==> src/rtl/gba_i2s_out.sv <==
`default_nettype none
// ============================================================================
//  Module      : gba_i2s_out
//  Description : GBA audio output stage. Issues a once-per-frame new_sample
//                request, double-buffers the stereo answer from the mixer and
//                serialises it as standard I2S (BCLK = 64*fs, LRCLK, SDATA).
//                Flags a sticky underrun when a frame starts without a fresh
//                sample.
//  Revision    : 1.0 - initial release
// ============================================================================
module gba_i2s_out #(
    parameter int CLK_DIV     = 16,
    parameter int SAMPLE_BITS = 24
) (
    input  logic                   clk_100,
    input  logic                   reset,
    input  logic                   enable,
    input  logic [SAMPLE_BITS-1:0] sample_l,
    input  logic [SAMPLE_BITS-1:0] sample_r,
    input  logic                   sample_valid,
    input  logic                   underrun_clr,
    output logic                   new_sample,
    output logic                   i2s_bclk,
    output logic                   i2s_lrclk,
    output logic                   i2s_sdata,
    output logic                   underrun
);

    localparam int               DIV_W    = (CLK_DIV > 1) ? $clog2(CLK_DIV) : 1;
    localparam logic [DIV_W-1:0] DIV_LAST = DIV_W'(CLK_DIV - 1);
    localparam logic [5:0]       BIT_PARK = 6'd63;

    logic [DIV_W-1:0]       div_cnt;
    logic [5:0]             bit_cnt;
    logic [SAMPLE_BITS-1:0] hold_l;
    logic [SAMPLE_BITS-1:0] hold_r;
    logic [SAMPLE_BITS-1:0] frame_l;
    logic [SAMPLE_BITS-1:0] frame_r;
    logic                   fresh;

    logic                   tick;
    logic                   fall;
    logic                   frame_start;
    logic [5:0]             next_bit;
    logic [SAMPLE_BITS-1:0] word;
    logic [31:0]            slot;
    logic                   next_sdata;

    // BCLK half-period boundary; a boundary while BCLK is high is a falling edge.
    assign tick        = enable && (div_cnt == DIV_LAST);
    assign fall        = tick && i2s_bclk;
    assign next_bit    = bit_cnt + 6'd1;
    assign frame_start = fall && (next_bit == 6'd0);

    // Slot image: bit 31 is the one-BCLK I2S delay bit, the word follows MSB
    // first and the remainder is zero padding, so slot position b maps to
    // slot[31-b] (which is ~b for a 5-bit b).
    assign word       = next_bit[5] ? frame_r : frame_l;
    assign slot       = 32'({1'b0, word}) << (31 - SAMPLE_BITS);
    assign next_sdata = slot[~next_bit[4:0]];

    // Clock divider, bit clock, bit position and serial outputs; parked while disabled.
    always_ff @(posedge clk_100 or posedge reset) begin
        if (reset) begin
            div_cnt    <= '0;
            bit_cnt    <= BIT_PARK;
            i2s_bclk   <= 1'b0;
            i2s_lrclk  <= 1'b0;
            i2s_sdata  <= 1'b0;
            new_sample <= 1'b0;
        end else if (!enable) begin
            div_cnt    <= '0;
            bit_cnt    <= BIT_PARK;
            i2s_bclk   <= 1'b0;
            i2s_lrclk  <= 1'b0;
            i2s_sdata  <= 1'b0;
            new_sample <= 1'b0;
        end else begin
            div_cnt    <= tick ? '0 : div_cnt + 1'b1;
            new_sample <= frame_start;
            if (tick) begin
                i2s_bclk <= ~i2s_bclk;
            end
            if (fall) begin
                bit_cnt   <= next_bit;
                i2s_lrclk <= next_bit[5];
                i2s_sdata <= next_sdata;
            end
        end
    end

    // Sample double buffer: hold captures the mixer answer, frame is latched at frame start.
    always_ff @(posedge clk_100 or posedge reset) begin
        if (reset) begin
            hold_l  <= '0;
            hold_r  <= '0;
            frame_l <= '0;
            frame_r <= '0;
            fresh   <= 1'b0;
        end else begin
            if (sample_valid) begin
                hold_l <= sample_l;
                hold_r <= sample_r;
            end
            if (frame_start) begin
                frame_l <= hold_l;
                frame_r <= hold_r;
            end
            // A valid coinciding with the frame start refills hold for the next frame.
            if (sample_valid) begin
                fresh <= 1'b1;
            end else if (frame_start) begin
                fresh <= 1'b0;
            end
        end
    end

    // Sticky underrun: set when a frame starts on stale data; set beats clear.
    always_ff @(posedge clk_100 or posedge reset) begin
        if (reset) begin
            underrun <= 1'b0;
        end else if (frame_start && !fresh) begin
            underrun <= 1'b1;
        end else if (underrun_clr) begin
            underrun <= 1'b0;
        end
    end

endmodule
`default_nettype wire

==> config.mk <==
export PLATFORM = sky130hd
export DESIGN_NAME = gba_i2s_out
export DESIGN_NICKNAME = d
export VERILOG_FILES = /design/src/rtl/gba_i2s_out.sv
export SDC_FILE = /design/constraint.sdc
export NUM_CORES = 1
export LEC_CHECK = 0
export CAP_MARGIN = 20
export CORE_MARGIN = 10
export CORE_UTILIZATION = 50
export DETAILED_ROUTE_END_ITERATION = 8
export GPL_ROUTABILITY_DRIVEN = 0
export PLACE_DENSITY = 0.7
export SYNTH_ARGS = -nofsm -noshare
export SYNTH_HDL_FRONTEND = slang
export SYNTH_SLANG_ARGS = --single-unit
==> constraint.sdc <==
create_clock -name clk_100 -period 10.8 [get_ports clk_100]
set_clock_uncertainty 0.1 [all_clocks]
set_input_delay 2.16 -clock clk_100 [delete_from_list [all_inputs] [get_ports clk_100]]
set_output_delay 2.16 -clock clk_100 [all_outputs]
set_load 0.01 [all_outputs]
---- Yosys cells after proc, flatten, opt, wreduce, memory -nomap -nowiden ----
Cells that the tools add are included.
storage, ports and cells
  flip-flop bits (word level) ............. 112
  input bits .............................. 53
  output and inout bits ................... 5
  logic and storage cells ................. 46
cells by class
  add/sub/neg operators ................... 2
  order comparisons ....................... 1
  equality and inequality tests ........... 3
  mux-type cells .......................... 18
  bitwise operators ....................... 2
  reduce and logical (&&, ||, !) cells .... 8
operator list
  kind                                                count
  two-way mux 24 bit                                  1
  two-way mux 1 bit                                   12
  two-way mux 6 bit                                   2
  two-way mux 4 bit                                   2
  adder 6 x 1 -> 6 bit, second input constant         1
  zero test 6 bit                                     1
  < comparator 5 x 6 -> 1 bit, second input constant  1
  binary-select mux 1 bit (select 5 bit)              1
  NOT 5 bit                                           1
  adder 4 x 1 -> 4 bit, second input constant         1
  equality test 4 bit, second input constant          1
  logical AND 1 bit                                   4
  != test 2 x 1 -> 1 bit, second input constant       2
  nonzero test 2 bit                                  2
  zero test 1 bit                                     1
  NOT 1 bit                                           1

---- Longest topological paths before layout ----
Gate-level depths: netlist of the first run.
  word-level depth ........................ 6
  depth in mapped cells ................... 10
  gate-level depth less buffers ........... 8

---- Worst setup path before layout of the first run ----
OpenSTA, ideal clock, no wires.
  kind .................................... input to register
  start point ............................. in enable
  end point ............................... reg frame_l[0]
  setup time .............................. 0.125 ns
  arrival time ............................ 3.223 ns
  required time ........................... 10.575 ns
  path slack .............................. 7.353 ns
  stages .................................. 5
  buffers on the path ..................... 2
  path through ............................ and4_1 > and4_1 > clkbuf_1 > buf_2 > mux2_2
on the way
  cells in the longest elaborated chain, start to end .. 3
ends and longest elaborated chain
  element               RTL line  RTL
  from (decl)           17        input logic enable,
  logical AND 1 bit     50        assign tick = enable && (div_cnt == DIV_LAST);
  logical AND 1 bit     51        assign fall = tick && i2s_bclk;
  logical AND 1 bit     53        assign frame_start = fall && (next_bit == 6'd0);
  to (signal assigned)  106       frame_l <= hold_l;
  to (decl)             37        logic [SAMPLE_BITS-1:0] frame_l;
No other way between the ends.
A chain may end at the register's enable or synchronous reset.

---- Final worst setup path of the first run ----
  start point ............................. in enable
  end point ............................... reg frame_r[19]
on the way
  cells in the longest elaborated chain, start to end .. 3
ends and longest elaborated chain
  element               RTL line  RTL
  logical AND 1 bit     50
  logical AND 1 bit     51
  logical AND 1 bit     53
  to (signal assigned)  107       frame_r <= hold_r;
  to (decl)             38        logic [SAMPLE_BITS-1:0] frame_r;
No other way between the ends.

==> flow_metrics.env, run 1 <==
export IMPL_initial_core_util_pct=50.76
export IMPL_min_from="fresh"
export IMPL_ys_seq_area_share_pct=57.16
export IMPL_hold_viol=0
export IMPL_synth_top_area_share_pct=53.96
export IMPL_rows=36
export IMPL_synthAdderAreaFrac_pct=0.7636
export IMPL_clkPwrFrac_pct=33.7
export IMPL_antenna_cells=0
export IMPL_netlist_instances=365
export IMPL_leakagePower_nw=2.627
export IMPL_grtUsageTotal_pct=13.05
export IMPL_place_inst=535
export IMPL_place_area_um2=5553
export IMPL_timing_final_crit_share_pct=39.92
export IMPL_routed_via_density=5.351
export IMPL_cp_top_family="buffers and inverters"
export IMPL_reg2reg_to="frame_r[19]"
export IMPL_vias=2959
export IMPL_cts_sinks=112
export IMPL_htreeDepth=3
export IMPL_first_iter_violations=96
export IMPL_antenna_found_initial=0
export IMPL_slew_headroom_pct=46.34
export IMPL_cap_violations=0
export IMPL_rrSetupSlack_ns=7.49
export IMPL_power_total_mw=0.7574
export IMPL_die_y_um=119.2
export IMPL_numCtsBuffers=9
export IMPL_cts_tree="done"
export IMPL_synthTopCellsByCount="dfrtp_1, mux2_2, nand2_1, nor2_1, nand3_1"
export IMPL_synthXorXnorAreaFrac_pct=1.425
export IMPL_worstPathCellList="clkdlybuf4s50_1 -> and4_1 -> and4_2 -> buf_12 -> mux2_2"
export IMPL_post_cts_setup_buffer_count=0
export IMPL_start_kind="primary input"
export IMPL_sw_frac_of_total_pct=22.94
export IMPL_synth_edf_count=0
export IMPL_drc=0
export IMPL_synth_seq_cells=112
export IMPL_worstHoldPathCells=1
export IMPL_hpwl_um=6373
export IMPL_cp_slowest_cell="clkdlybuf4s50_1"
export IMPL_drive_above_1_share_pct=31.90
export IMPL_worstSetupPathType="in2reg"
export IMPL_avgSynthCellArea_um2=13.47
export IMPL_final_cell_count_no_fill=553
export IMPL_post_route_min_period_ns=4.311
export IMPL_syn_area_um2=4916
export IMPL_hold_class="reg2reg"
export IMPL_ant_nets=0
export IMPL_async_reset_ff_share_pct=100.0
export IMPL_synth_compound_area_share_pct=5.778
export IMPL_fmax_ghz=0.2320
export IMPL_worstHoldEndpoint="underrun"
export IMPL_ios=58
export IMPL_rsz0062_at_grt="false"
export IMPL_setup_tns_final_ns=0
export IMPL_powerDensity_nw_per_um2=130.7
export IMPL_numPortBuffers=57
export IMPL_wire_per_inst_um=16.47
export IMPL_worst_slack_ns=6.489
export IMPL_fin_area_um2=5797
export IMPL_endpoint_kind="flip-flop"
export IMPL_required_ns=10.96
export IMPL_cts_resized=0
export IMPL_yosysWarningCount=0
export IMPL_wirelength_um=9106
export IMPL_seq_power_share_pct=59.3
export IMPL_path_buf_inv=2
export IMPL_ys_flop_type="dfrtp_1"
export IMPL_fillers=813
export IMPL_grt_pass1_vias=3122
export IMPL_critPathMaxStageDelay_ns=0.79
export IMPL_holdWs_ns=0.3556
export IMPL_r2r_start="bit_cnt[2]"
export IMPL_final_util_pct=59.86
export IMPL_cts_buffer_depth=2
export IMPL_dieArea_um2=14200
export IMPL_clk_latency_ns=0.37
export IMPL_coreArea_um2=9684
export IMPL_r2r_cells=6
export IMPL_grt_max_degree=68
export IMPL_yosysMostFrequentCell="dfrtp_1"
export IMPL_synth_area_mux_share_pct=24.69
export IMPL_synth_cell_types=51
export IMPL_grt_pass1_wl_um=15410
export IMPL_outcome="finished clean"
export IMPL_die_w_um=119.2
export IMPL_worstMarginPinSlew_ns=0.8048
export IMPL_cts_root_buf="clkbuf_8"
export IMPL_clkTransAtPathRegs_ns=0.10
export IMPL_nets=471
export IMPL_peakVddDrop_mv=0.07845
export IMPL_path_max_fanout=31
export IMPL_crit_arrival_ns=4.47
export IMPL_maxSlewViolCount=0
export IMPL_synth_top_family_by_area="multiplexers"
export IMPL_grt_remaining_overflow=0
export IMPL_combPwrFrac_pct=7.0
export IMPL_area_delta_synth_final_pct=17.92
export IMPL_first_pass_iters=4
export IMPL_syn_nets=421
export IMPL_dp_slack_ns=5.831
export IMPL_setup_violations=0
export IMPL_netlist_top_cells_area="dfrtp_1, mux2_2, dfstp_2"
export IMPL_switchingPower_mw=0.1737
export IMPL_synth_simple_area_share_pct=7.559
export IMPL_p_int_mw=0.5836
export IMPL_ctsHoldBuffers=0
export IMPL_synth_area_leader_cell="dfrtp_1"
how the worst max path moves through the flow:
stage | cells past startpoint | end | slack, ns | from
floorplan | 1 | div_cnt[0] | 5.59 | reset
global placement | 4 | frame_r[20] | 5.92 | enable
detailed placement | 4 | frame_r[9] | 5.83 | enable
CTS | 4 | frame_r[11] | 6.24 | enable
global route | 5 | frame_l[23] | 6.40 | enable
finish | 5 | frame_r[19] | 6.49 | enable
state kept, by name (all words and copies together), names as in the netlist:
signal / flops
hold_l: 24
div_cnt: 4
bit_cnt: 6
i2s_bclk: 1
hold_r: 24
new_sample: 1
frame_l: 24
fresh: 1
i2s_lrclk: 1
i2s_sdata: 1
underrun: 1
frame_r: 24
routing by layer:
layer | up-vias | global-route usage [%] | share of wire, %
met3 | 10 | 2.740 | 3.5
met1 | 1473 | 17.75 | 48
li1 | 1412 | - | -
met2 | 64 | 20.23 | 47
met4 | 0 | 4.580 | 1.4
met5 | - | 0 | 0
power by group through the flow:
stage	logic [mW]	registers (mW)	clock network, mW
after global routing	0.0586	0.452	0.278
after CTS	0.0537	0.449	0.263
after floorplan	0.0296	0.452	0
final	0.0530	0.449	0.256
after detailed placement	0.0536	0.458	0
after global placement	0.0520	0.457	0
logic make-up after synthesis:
logic type | count (synthesis)
DFF | 112
muxes | 106
and+or+nand+nor | 72
AOI/OAI and AO/OA | 37
buffers and inverters | 27
xor gates and xnor gates | 8
adders and majority gates | 3
cells in the final DEF (no fill, tap or decap), types with 8 or more instances in the layout:
master,count
nand2_1,20
mux2_2,98
dfrtp_1,106
clkbuf_8,9
clkdlybuf4s50_1,56
o21ai_0,8
and3_1,8
nand3_1,10
nor2_1,14
final cells by class:
type | instances | area [um^2] | share of cell area, %
Clock inverter | 6 | 76.32 | 1.317
Clock buffer | 10 | 127.6 | 2.202
Sequential cell | 112 | 2810 | 48.48
Tap cell | 133 | 166.4 | 2.871
Inverter | 6 | 25.02 | 0.4317
Multi-Input combinational cell | 226 | 1978 | 34.12
Timing Repair Buffer | 60 | 613.1 | 10.58
Note: power is estimated with default switching activity, not from simulation.
==> run 2, diff against run 1 <==
PLACE_DENSITY = 0.72   (was 0.7)
clock period = 3.9 ns   (was 10.8 ns; I/O delays follow)
==> run 2 against run 1 <==
  * Power grew to 2.7 times the previous value
  * Via count down 0.34%
  * Worst hold slack barely moved
  * Cell count increased by 0.18%
  * Sequential power grew to 2.8 times the previous value
  * Clock power grew to 2.6 times the previous value
  * Flip-flop and latch count stayed put
==> flow_metrics.env, run 2 (synthesized netlist as in run 1, its figures left out) <==
export IMPL_outcome="finished clean"
export IMPL_slew_headroom_pct=52.79
export IMPL_ctsHoldBuffers=0
export IMPL_worstHoldPathCells=1
export IMPL_nets=472
export IMPL_numPortBuffers=57
export IMPL_vias=2949
export IMPL_place_area_um2=5593
export IMPL_path_max_fanout=11
export IMPL_initial_core_util_pct=50.76
export IMPL_first_iter_violations=142
export IMPL_ios=58
export IMPL_grt_pass1_vias=3197
export IMPL_fin_area_um2=5816
export IMPL_r2r_cells=7
export IMPL_clkTransAtPathRegs_ns=0.10
export IMPL_cp_top_family="simple AND/OR/NAND/NOR gates"
export IMPL_required_ns=4.11
export IMPL_grt_remaining_overflow=0
export IMPL_fmax_ghz=0.3443
export IMPL_setup_violations=0
export IMPL_powerDensity_nw_per_um2=352.7
export IMPL_drc=0
export IMPL_worstSetupPathType="reg2reg"
export IMPL_critPathMaxStageDelay_ns=0.68
export IMPL_min_from="fresh"
export IMPL_cts_buffer_depth=2
export IMPL_first_pass_iters=4
export IMPL_drive_above_1_share_pct=32.30
export IMPL_coreArea_um2=9684
export IMPL_post_route_min_period_ns=2.904
export IMPL_rrSetupSlack_ns=1.0
export IMPL_mostFrequentLayoutCell="dfrtp_1"
export IMPL_peakVddDrop_mv=0.2135
export IMPL_post_cts_setup_buffer_count=0
export IMPL_grt_pass1_wl_um=15730
export IMPL_die_w_um=119.2
export IMPL_wire_per_inst_um=16.45
export IMPL_routed_via_density=5.323
export IMPL_grt_max_degree=59
export IMPL_worstMarginPinSlew_ns=0.7082
export IMPL_cts_root_buf="clkbuf_8"
export IMPL_maxSlewViolCount=0
export IMPL_crit_arrival_ns=3.11
export IMPL_reg2reg_to="i2s_sdata"
export IMPL_mostFrequentLayoutCells="dfrtp_1, mux2_2, clkdlybuf4s50_1, nand2_1, nor2_1"
export IMPL_antenna_cells=0
export IMPL_path_buf_inv=0
export IMPL_die_y_um=119.2
export IMPL_r2r_start="bit_cnt[0]"
export IMPL_cts_resized=0
export IMPL_timing_final_crit_share_pct=74.47
export IMPL_worstPathCellList="nand3_4 -> or3_1 -> nand2_1 -> a2111oi_0 -> or4_1 -> o31ai_1 -> o32a_1"
export IMPL_htreeDepth=3
export IMPL_cts_sinks=112
export IMPL_endpoint_kind="flip-flop"
export IMPL_setup_tns_final_ns=0
export IMPL_wirelength_um=9112
export IMPL_rows=36
export IMPL_leakagePower_nw=2.637
export IMPL_antenna_found_initial=0
export IMPL_area_delta_synth_final_pct=18.30
export IMPL_rsz0062_at_grt="false"
export IMPL_ant_nets=0
export IMPL_grtUsageTotal_pct=13.32
export IMPL_hold_viol=0
export IMPL_numCtsBuffers=9
export IMPL_clk_latency_ns=0.37
export IMPL_hold_class="reg2reg"
export IMPL_dieArea_um2=14200
export IMPL_cts_tree="done"
export IMPL_worstHoldEndpoint="underrun"
export IMPL_cap_violations=0
export IMPL_hpwl_um=6523
export IMPL_cp_slowest_cell="dfstp_2"
export IMPL_start_kind="flip-flop"
[run 2: cell types whose count changed in the layout (fill, tap and decap cells not counted), sizes merged]
| cell | delta |
|---|---|
| buf | +1 |
| bufinv | -1 |
| inv | +1 |
[run 2: area by class of cell]
cell class / count / area [um^2]
Fill cell: 798 / 3869
Sequential cell: 112 / 2810
Multi-Input combinational cell: 226 / 1978
Timing Repair Buffer: 61 / 640.6
Tap cell: 133 / 166.4
Clock buffer: 10 / 137.6
Clock inverter: 6 / 57.56
Inverter: 6 / 25.02
[run 2: worst max path at each step]
stage                     from          end  slack [ns]  cells past startpoint
floorplan                reset   div_cnt[0]        0.07                      1
global placement        enable  frame_l[10]        0.97                      5
detailed placement      enable  frame_l[15]        0.89                      5
CTS                 bit_cnt[0]    i2s_sdata        1.03                      7
global route        bit_cnt[0]    i2s_sdata        0.88                      7
finish              bit_cnt[0]    i2s_sdata         1.0                      7
[run 2: stage by stage]
stage / setup slack, ns / std cells / hold WS (ns) / total power, mW / util (%)
after global placement: 0.9686 / 537 / 0.3322 / 1.410 / 57.75
after detailed placement: 0.8921 / 537 / 0.3441 / 1.418 / 57.75
after floorplan: 0.07092 / 365 / 0.3234 / 1.335 / -
after global routing: 0.8809 / 554 / 0.3890 / 2.153 / 60.05
final: 0.9957 / 554 / 0.3553 / 2.051 / 60.05
after CTS: 1.026 / 553 / 0.3581 / 2.084 / 59.77
[run 2: report_power, final]
group	internal (mW)	total, mW	switching (mW)	leakage (nW)
clock	0.266	0.659	0.393	0.101
combinational	0.0962	0.150	0.0534	1.11
sequential	1.21	1.24	0.0295	1.42
[run 2: layer usage]
metal	part of all wire [%]	GRT usage, %
met1	47	16.68
met2	48	22.34
met3	3.8	3.118
met4	0.77	4.122
met5	0	0
